File: src/rtl/inv_aes_stream.sv
// Byte-stream front end for a 128-bit inverse-cipher core.
// Packs key and ciphertext bytes MSB-first and hands full blocks to the core.
// Supervises the core handshake with a timeout, then streams the plaintext
// result out one byte per handshake.
module inv_aes_stream #(
    parameter int TIMEOUT_CYC = 64
) (
    input  logic         clk_i,
    input  logic         rst_ni,
    input  logic [7:0]   in_byte_i,
    input  logic         in_is_key_i,
    input  logic         in_valid_i,
    output logic         in_ready_o,
    output logic         core_start_o,
    output logic [127:0] core_text_o,
    output logic [127:0] core_key_o,
    input  logic         core_busy_i,
    input  logic         core_done_i,
    input  logic [127:0] core_result_i,
    output logic [7:0]   out_byte_o,
    output logic         out_valid_o,
    input  logic         out_ready_i,
    output logic         key_loaded_o,
    output logic         err_nokey_o,
    output logic         err_timeout_o
);

    typedef enum logic [1:0] {IDLE, START, WAIT, DRAIN} state_e;

    localparam int            TW       = (TIMEOUT_CYC > 1) ? $clog2(TIMEOUT_CYC) : 1;
    localparam logic [TW-1:0] TMO_LAST = TW'(TIMEOUT_CYC - 1);

    state_e          state_q;
    logic [127:0]    key_q;
    logic [127:0]    text_q;
    logic [127:0]    out_q;
    logic [3:0]      key_cnt_q;
    logic [3:0]      blk_cnt_q;
    logic [3:0]      out_cnt_q;
    logic [TW-1:0]   tmo_q;
    logic            in_ready_q;
    logic            core_start_q;
    logic            out_valid_q;
    logic            key_loaded_q;
    logic            err_nokey_q;
    logic            err_timeout_q;
    logic            in_fire;

    assign in_fire       = in_valid_i & in_ready_q;

    assign in_ready_o    = in_ready_q;
    assign core_start_o  = core_start_q;
    assign core_text_o   = text_q;
    assign core_key_o    = key_q;
    assign out_byte_o    = out_q[127:120];
    assign out_valid_o   = out_valid_q;
    assign key_loaded_o  = key_loaded_q;
    assign err_nokey_o   = err_nokey_q;
    assign err_timeout_o = err_timeout_q;

    // Control FSM with all datapath registers and registered handshake outputs.
    always_ff @(posedge clk_i or negedge rst_ni) begin
        if (!rst_ni) begin
            state_q       <= IDLE;
            key_q         <= '0;
            text_q        <= '0;
            out_q         <= '0;
            key_cnt_q     <= '0;
            blk_cnt_q     <= '0;
            out_cnt_q     <= '0;
            tmo_q         <= '0;
            in_ready_q    <= 1'b0;
            core_start_q  <= 1'b0;
            out_valid_q   <= 1'b0;
            key_loaded_q  <= 1'b0;
            err_nokey_q   <= 1'b0;
            err_timeout_q <= 1'b0;
        end else begin
            case (state_q)
                IDLE: begin
                    in_ready_q <= 1'b1;
                    if (in_fire) begin
                        if (in_is_key_i) begin
                            key_q     <= {key_q[119:0], in_byte_i};
                            key_cnt_q <= key_cnt_q + 4'd1;
                            // Starting a fresh key invalidates any half-collected text block.
                            if (key_cnt_q == 4'd0) begin
                                key_loaded_q <= 1'b0;
                                blk_cnt_q    <= '0;
                            end
                            if (key_cnt_q == 4'd15) begin
                                key_loaded_q <= 1'b1;
                            end
                        end else if (!key_loaded_q) begin
                            err_nokey_q <= 1'b1;
                        end else begin
                            text_q    <= {text_q[119:0], in_byte_i};
                            blk_cnt_q <= blk_cnt_q + 4'd1;
                            if (blk_cnt_q == 4'd15) begin
                                state_q      <= START;
                                in_ready_q   <= 1'b0;
                                core_start_q <= 1'b1;
                                tmo_q        <= '0;
                            end
                        end
                    end
                end

                START: begin
                    if (core_busy_i) begin
                        core_start_q <= 1'b0;
                        tmo_q        <= tmo_q + 1'b1;
                        state_q      <= WAIT;
                    end else if (tmo_q == TMO_LAST) begin
                        err_timeout_q <= 1'b1;
                        core_start_q  <= 1'b0;
                        in_ready_q    <= 1'b1;
                        state_q       <= IDLE;
                    end else begin
                        tmo_q <= tmo_q + 1'b1;
                    end
                end

                WAIT: begin
                    // Busy was already seen high to get here, so a stale done level cannot end the wait early.
                    if (!core_busy_i && core_done_i) begin
                        out_q       <= core_result_i;
                        out_cnt_q   <= '0;
                        out_valid_q <= 1'b1;
                        state_q     <= DRAIN;
                    end else if (tmo_q == TMO_LAST) begin
                        err_timeout_q <= 1'b1;
                        in_ready_q    <= 1'b1;
                        state_q       <= IDLE;
                    end else begin
                        tmo_q <= tmo_q + 1'b1;
                    end
                end

                DRAIN: begin
                    if (out_ready_i) begin
                        out_q     <= {out_q[119:0], 8'h00};
                        out_cnt_q <= out_cnt_q + 4'd1;
                        if (out_cnt_q == 4'd15) begin
                            out_valid_q <= 1'b0;
                            in_ready_q  <= 1'b1;
                            state_q     <= IDLE;
                        end
                    end
                end

                default: begin
                    state_q <= IDLE;
                end
            endcase
        end
    end

endmodule

File: config.mk
export PLATFORM = sky130hd
export DESIGN_NAME = inv_aes_stream
export DESIGN_NICKNAME = d
export VERILOG_FILES = /design/src/rtl/inv_aes_stream.sv
export SDC_FILE = /design/constraint.sdc
export NUM_CORES = 1
export LEC_CHECK = 0
export CAP_MARGIN = 20
export CORE_MARGIN = 5
export CORE_UTILIZATION = 35
export CTS_BUF_LIST = sky130_fd_sc_hd__clkbuf_8
export DETAILED_ROUTE_END_ITERATION = 12
export SLEW_MARGIN = 20
export SYNTH_ARGS = -nofsm -noshare
export SYNTH_HDL_FRONTEND = slang
export SYNTH_SLANG_ARGS = --single-unit
export TNS_END_PERCENT = 50
File: constraint.sdc
create_clock -name clk_i -period 2.2 [get_ports clk_i]
set_input_delay 0.44 -clock clk_i [delete_from_list [all_inputs] [get_ports clk_i]]
set_output_delay 0.44 -clock clk_i [all_outputs]
set_load 0.02 [all_outputs]
Word-level counts from Yosys, hierarchy flattened:

Cells that the tools add are included.

* output and inout port bits: 270
* register bits: 410
* input port bits: 143

* reduce and logical (&&, ||, !) cells: 22
* bitwise logic cells: 3
* equality and inequality tests: 18
* multiplexer cells: 54
* add/sub/neg operators: 4

Operator list (number)
* two-way mux 128 bit: 2
* one-hot mux 128 bit (2 select lines): 1
* two-way mux 6 bit: 7
* AND reduction 4 bit: 6
* two-way mux 1 bit: 23
* two-way mux 4 bit: 5
* two-way mux 2 bit: 9
* != test 2 bit, second input constant: 9
* one-hot mux 6 bit (3 select lines): 1
* AND reduction 6 bit: 3
* adder 4 x 1 -> 4 bit, second input constant: 3
* == test 4 bit, second input constant: 3
* nonzero test 2 bit: 5
* AND reduction 3 bit: 3
* one-hot mux 2 bit (4 select lines): 1
* one-hot mux 4 bit (2 select lines): 1
* adder 6 x 1 -> 6 bit, second input constant: 1
* == test 6 bit, second input constant: 1
* one-hot mux 1 bit (2 select lines): 3
* == test 2 bit, second input constant: 2
* zero test 4 bit: 1
* one-hot mux 1 bit (4 select lines): 1
* != test 3 bit, second input constant: 1
* nonzero test 3 bit: 1
* other kinds (7): 8

Depth between registers and ports, before layout:

* word-level depth: 6
* gate-level depth with buffers: 10

Least setup slack after synthesis:

OpenSTA, ideal clock, no wires.

* path kind: flip-flop to flip-flop
* from: register state_q[0]
* to: register key_q[100] (netlist: core_key_o[100])
* cell stages (with the launch flop): 11
* path buffers: 4
* library setup time: 0.117 ns
* slack: 0.444 ns
* arrival time: 1.639 ns
* period minus slack after synthesis: 1.756 ns
* data required time: 2.083 ns
* path through: dfrtp_1 > inv_1 > ha_1 > and3_1 > buf_2 > and2_1 > buf_2 > buf_4 > buf_2 > nand2_1 > nand2_1

* word-level cells in the longest chain between the ends: 2

RTL lines
* from (decl): line 33 `state_e state_q;`
* from (signal assigned): line 64 `state_q <= IDLE;`
* from (signal assigned): line 100 `state_q <= START;`
* from (signal assigned): line 113 `state_q <= WAIT;`
* zero test 2 bit: line 79 `case (state_q)`
* AND reduction 3 bit (no source line)
* to (signal assigned): line 84 `key_q <= {key_q[119:0], in_byte_i};`
* to (decl): line 34 `logic [127:0] key_q;`

No other way between the ends.
A chain may end at the register's enable or synchronous reset.

Final worst setup path:

* from: register key_q[108] (netlist: core_key_o[108])
* to: output core_key_o[108]

RTL lines
* to (decl): line 16 `output logic [127:0] core_key_o,`

No word-level cell between the ends.

==> flow_metrics.tcl <==
set metrics [dict create \
    cts-root-buf "clkbuf_8" \
    critPathBufInv 1 \
    grt_pass1_wl_microns 79600 \
    avgSynthCellArea_sq_um 9.38 \
    crit_path_top_delay_cell "clkdlybuf4s50_1" \
    antenna_found_initial 5 \
    antenna_left 0 \
    synth_compound_area_share_pct 5.35 \
    yosys.area_share.simple_pct 22.3 \
    min_period_ns 2.13 \
    power_density_mw_per_mm2 961 \
    reg2reg_depth 7 \
    cts_buffers 73 \
    routedWlPerCell_microns 17.4 \
    drtIter0Drc 798 \
    tritoncts "done" \
    grt_use_total_pct 18.7 \
    synth_fa_ha_area_share_pct 0.812 \
    viasPerCell 4.68 \
    crit_path_max_incr_delay_ns 0.68 \
    cp.arrival_ns 1.69 \
    yosysWarnings 0 \
    crit_type "register to primary output" \
    leakage_nw 12.4 \
    async_reset_ff_share_pct 100 \
    worstPathRequired_ns 1.76 \
    synth-seq-cells 410 \
    cts.path.max_buffers 3 \
    crit_end "core_key_o[108]" \
    cts.sinks 410 \
    synth_nets 1960 \
    ys_types 46 \
    grt_pass1_vias 14000 \
    synth_top_family_by_area "simple AND/OR/NAND/NOR gates" \
    finalHoldViolCount 0 \
    drive_gt1_share_pct 6.78 \
    hold_path_class "input pin to async pin" \
    ys_seq_area_share_pct 60.6 \
    endpoint_kind "primary output" \
    path_max_fanout 3 \
    max-slew-margin-rel_pct 58.6 \
    setup_violations 0 \
    synth_ff_type "dfrtp_1" \
    startpoint_type "register" \
    synthXorXnorAreaFrac_pct 0.207 \
    start_util_pct 35.4 \
    synthMuxAreaShare_pct 7.27 \
    placed_area_sq_mm 0.0219 \
    die_y_microns 230 \
    io_pins 413 \
    grt_max_degree 129 \
    port_buffers 412 \
    area_growth_pct 38.3 \
    status "complete, no violations" \
    fmaxAchievable_mhz 469 \
    gp_congestion 0.836 \
    worstReg2RegEnd "core_key_o[96]" \
    drt-total-wl_microns 50200 \
    synth_edf_count 0 \
    htree_levels 3 \
    period_share_pct 96.8 \
    dp.final_hpwl_microns 35200 \
    dr.pass1.iters 5 \
    dieArea_sq_mm 0.0529 \
    num_rows 80 \
    insertion_delay_ns 0.63 \
    r2r_start "state_q[1]" \
    synthCells 1806 \
    coreArea_sq_mm 0.0478 \
    timing.hold.ws_ns 0.291 \
    critPathTopFamily "buffers and inverters" \
    worst-path-stages 1 \
    fp.dieW_microns 230 \
    gr-total-overflow 0 \
    p_total_mw 22.5 \
    crit_path_cell_trace "clkdlybuf4s50_1" \
    drc 0 \
    clk_pin_slew_ns 0.06 \
    clock-skew-final_ns 0.0143 \
    tightest_slew_ns 0.620 \
    r2r_slack_ns 0.13 \
    syn_area_sq_mm 0.0169 \
    final_nets 2377 \
    vias 13500 \
    drv_cap 0 \
    crit_start "core_key_o[108]" \
    final_area_sq_mm 0.0234 \
    ir_drop_mv 0.552 \
    final_max_slew_viol_count 0 \
]
-- metrics by stage --
step | util, % | worst slack (ns) | TNS [ns] | std cells
after detailed placement | 45.8 | 0.0522 | 0 | 2762
final | 49.0 | 0.0693 | 0 | 2890
after global routing | 49.0 | -0.00265 | -0.0112 | 2889
after global placement | 45.8 | 0.0951 | 0 | 2762
after floorplan | - | 0.444 | 0 | 1806
after CTS | 48.7 | 0.00130 | 0 | 2888
-- worst min-delay path by stage --
stage / start / cells after the start / end
floorplan: rst_ni / 0 / blk_cnt_q[0]
global placement: rst_ni / 1 / out_q[88]
detailed placement: rst_ni / 1 / out_q[88]
CTS: rst_ni / 2 / out_q[88]
global route: rst_ni / 2 / out_q[88]
finish: rst_ni / 2 / out_q[88]
-- cells in the mapped netlist, types with 2 or more instances --
master | count | area (sq um)
nand2_1 | 923 | 3460
dfrtp_1 | 410 | 10300
mux2i_1 | 123 | 1230
o21ai_0 | 86 | 430
buf_2 | 55 | 275
o21ai_1 | 43 | 215
clkbuf_1 | 35 | 131
buf_4 | 17 | 128
inv_1 | 12 | 45.0
ha_1 | 11 | 138
nor2_1 | 10 | 37.5
nand3_1 | 8 | 40.0
nand3b_1 | 8 | 60.1
a21oi_1 | 4 | 20.0
a22o_1 | 4 | 35.0
and2_1 | 4 | 25.0
buf_1 | 4 | 15.0
nand2b_1 | 4 | 25.0
o32ai_1 | 4 | 35.0
a31oi_1 | 3 | 18.8
xnor2_1 | 3 | 26.3
a21o_1 | 2 | 15.0
a31o_2 | 2 | 17.5
a32o_1 | 2 | 20.0
and3_1 | 2 | 12.5
nand4_1 | 2 | 12.5
nor3_1 | 2 | 10.0
nor4b_1 | 2 | 17.5
nor4bb_1 | 2 | 20.0
o22ai_1 | 2 | 12.5
o311a_1 | 2 | 20.0
-- power breakdown --
| part | switching (mW) | internal, mW | leakage, nW |
|---|---|---|---|
| clock network | 3.11 | 3.84 | 0.827 |
| registers | 1.01 | 9.11 | 5.50 |
| logic | 3.11 | 2.33 | 6.10 |
| total | 7.23 | 15.3 | 12.4 |
-- placed cells by master, fill, tap and decap left out, types with 3 or more instances in the layout --
cell type	instances
xnor2_1	3
dfrtp_1	410
nand3b_1	8
nand2b_1	4
ha_1	10
buf_4	18
nor2_1	9
o21ai_1	43
a21oi_1	4
clkinv_2	4
a31oi_1	3
clkbuf_8	91
o32ai_1	4
nand3_1	8
buf_12	21
clkdlybuf4s50_1	326
inv_1	36
dlymetal6s2s_1	48
o21ai_0	86
mux2i_1	123
a22o_1	4
dlygate4sd2_1	37
nand2_1	921
-- routing by layer --
layer	routed length (microns)	GRT usage [%]
met4	1130	5.32
met1	21900	24.4
met3	4350	7.88
met2	22700	28.7
met5	38	0
-- cell families after synthesis --
logic type	count (synthesis)
buf+inv	123
compound gates	162
flops	410
xor+xnor	4
mux	123
simple gates	973
fa+ha+maj	11
-- flip-flops by register name (all words and copies together) (netlist names) --
signal         flops
err_nokey_o        1
out_cnt_q          4
in_ready_o         1
key_loaded_o       1
err_timeout_o      1
core_text_o      128
state_q            2
core_key_o       128
blk_cnt_q          4
out_q            128
tmo_q              6
out_valid_o        1
core_start_o       1
key_cnt_q          4
-- final cells by class --
class                   count  area [sq um]
fillers                  4512         24400
flip-flops and latches    410         10300
multi-input cells        1273          6130
repair buffers            453          4780
clock buffers              91          1250
well taps                 615           769
clock inverters            34           184
inverters                  12          45.0
diodes                      2          5.00
-- what timing repair did --
action,in CTS,in global routing
buffers inserted,0,0
gates resized for setup,37,52
endpoints found under the setup margin,37,81
hold endpoints to repair,39,0
hold buffers,1,0
Power figures use the tool's default switching activity.
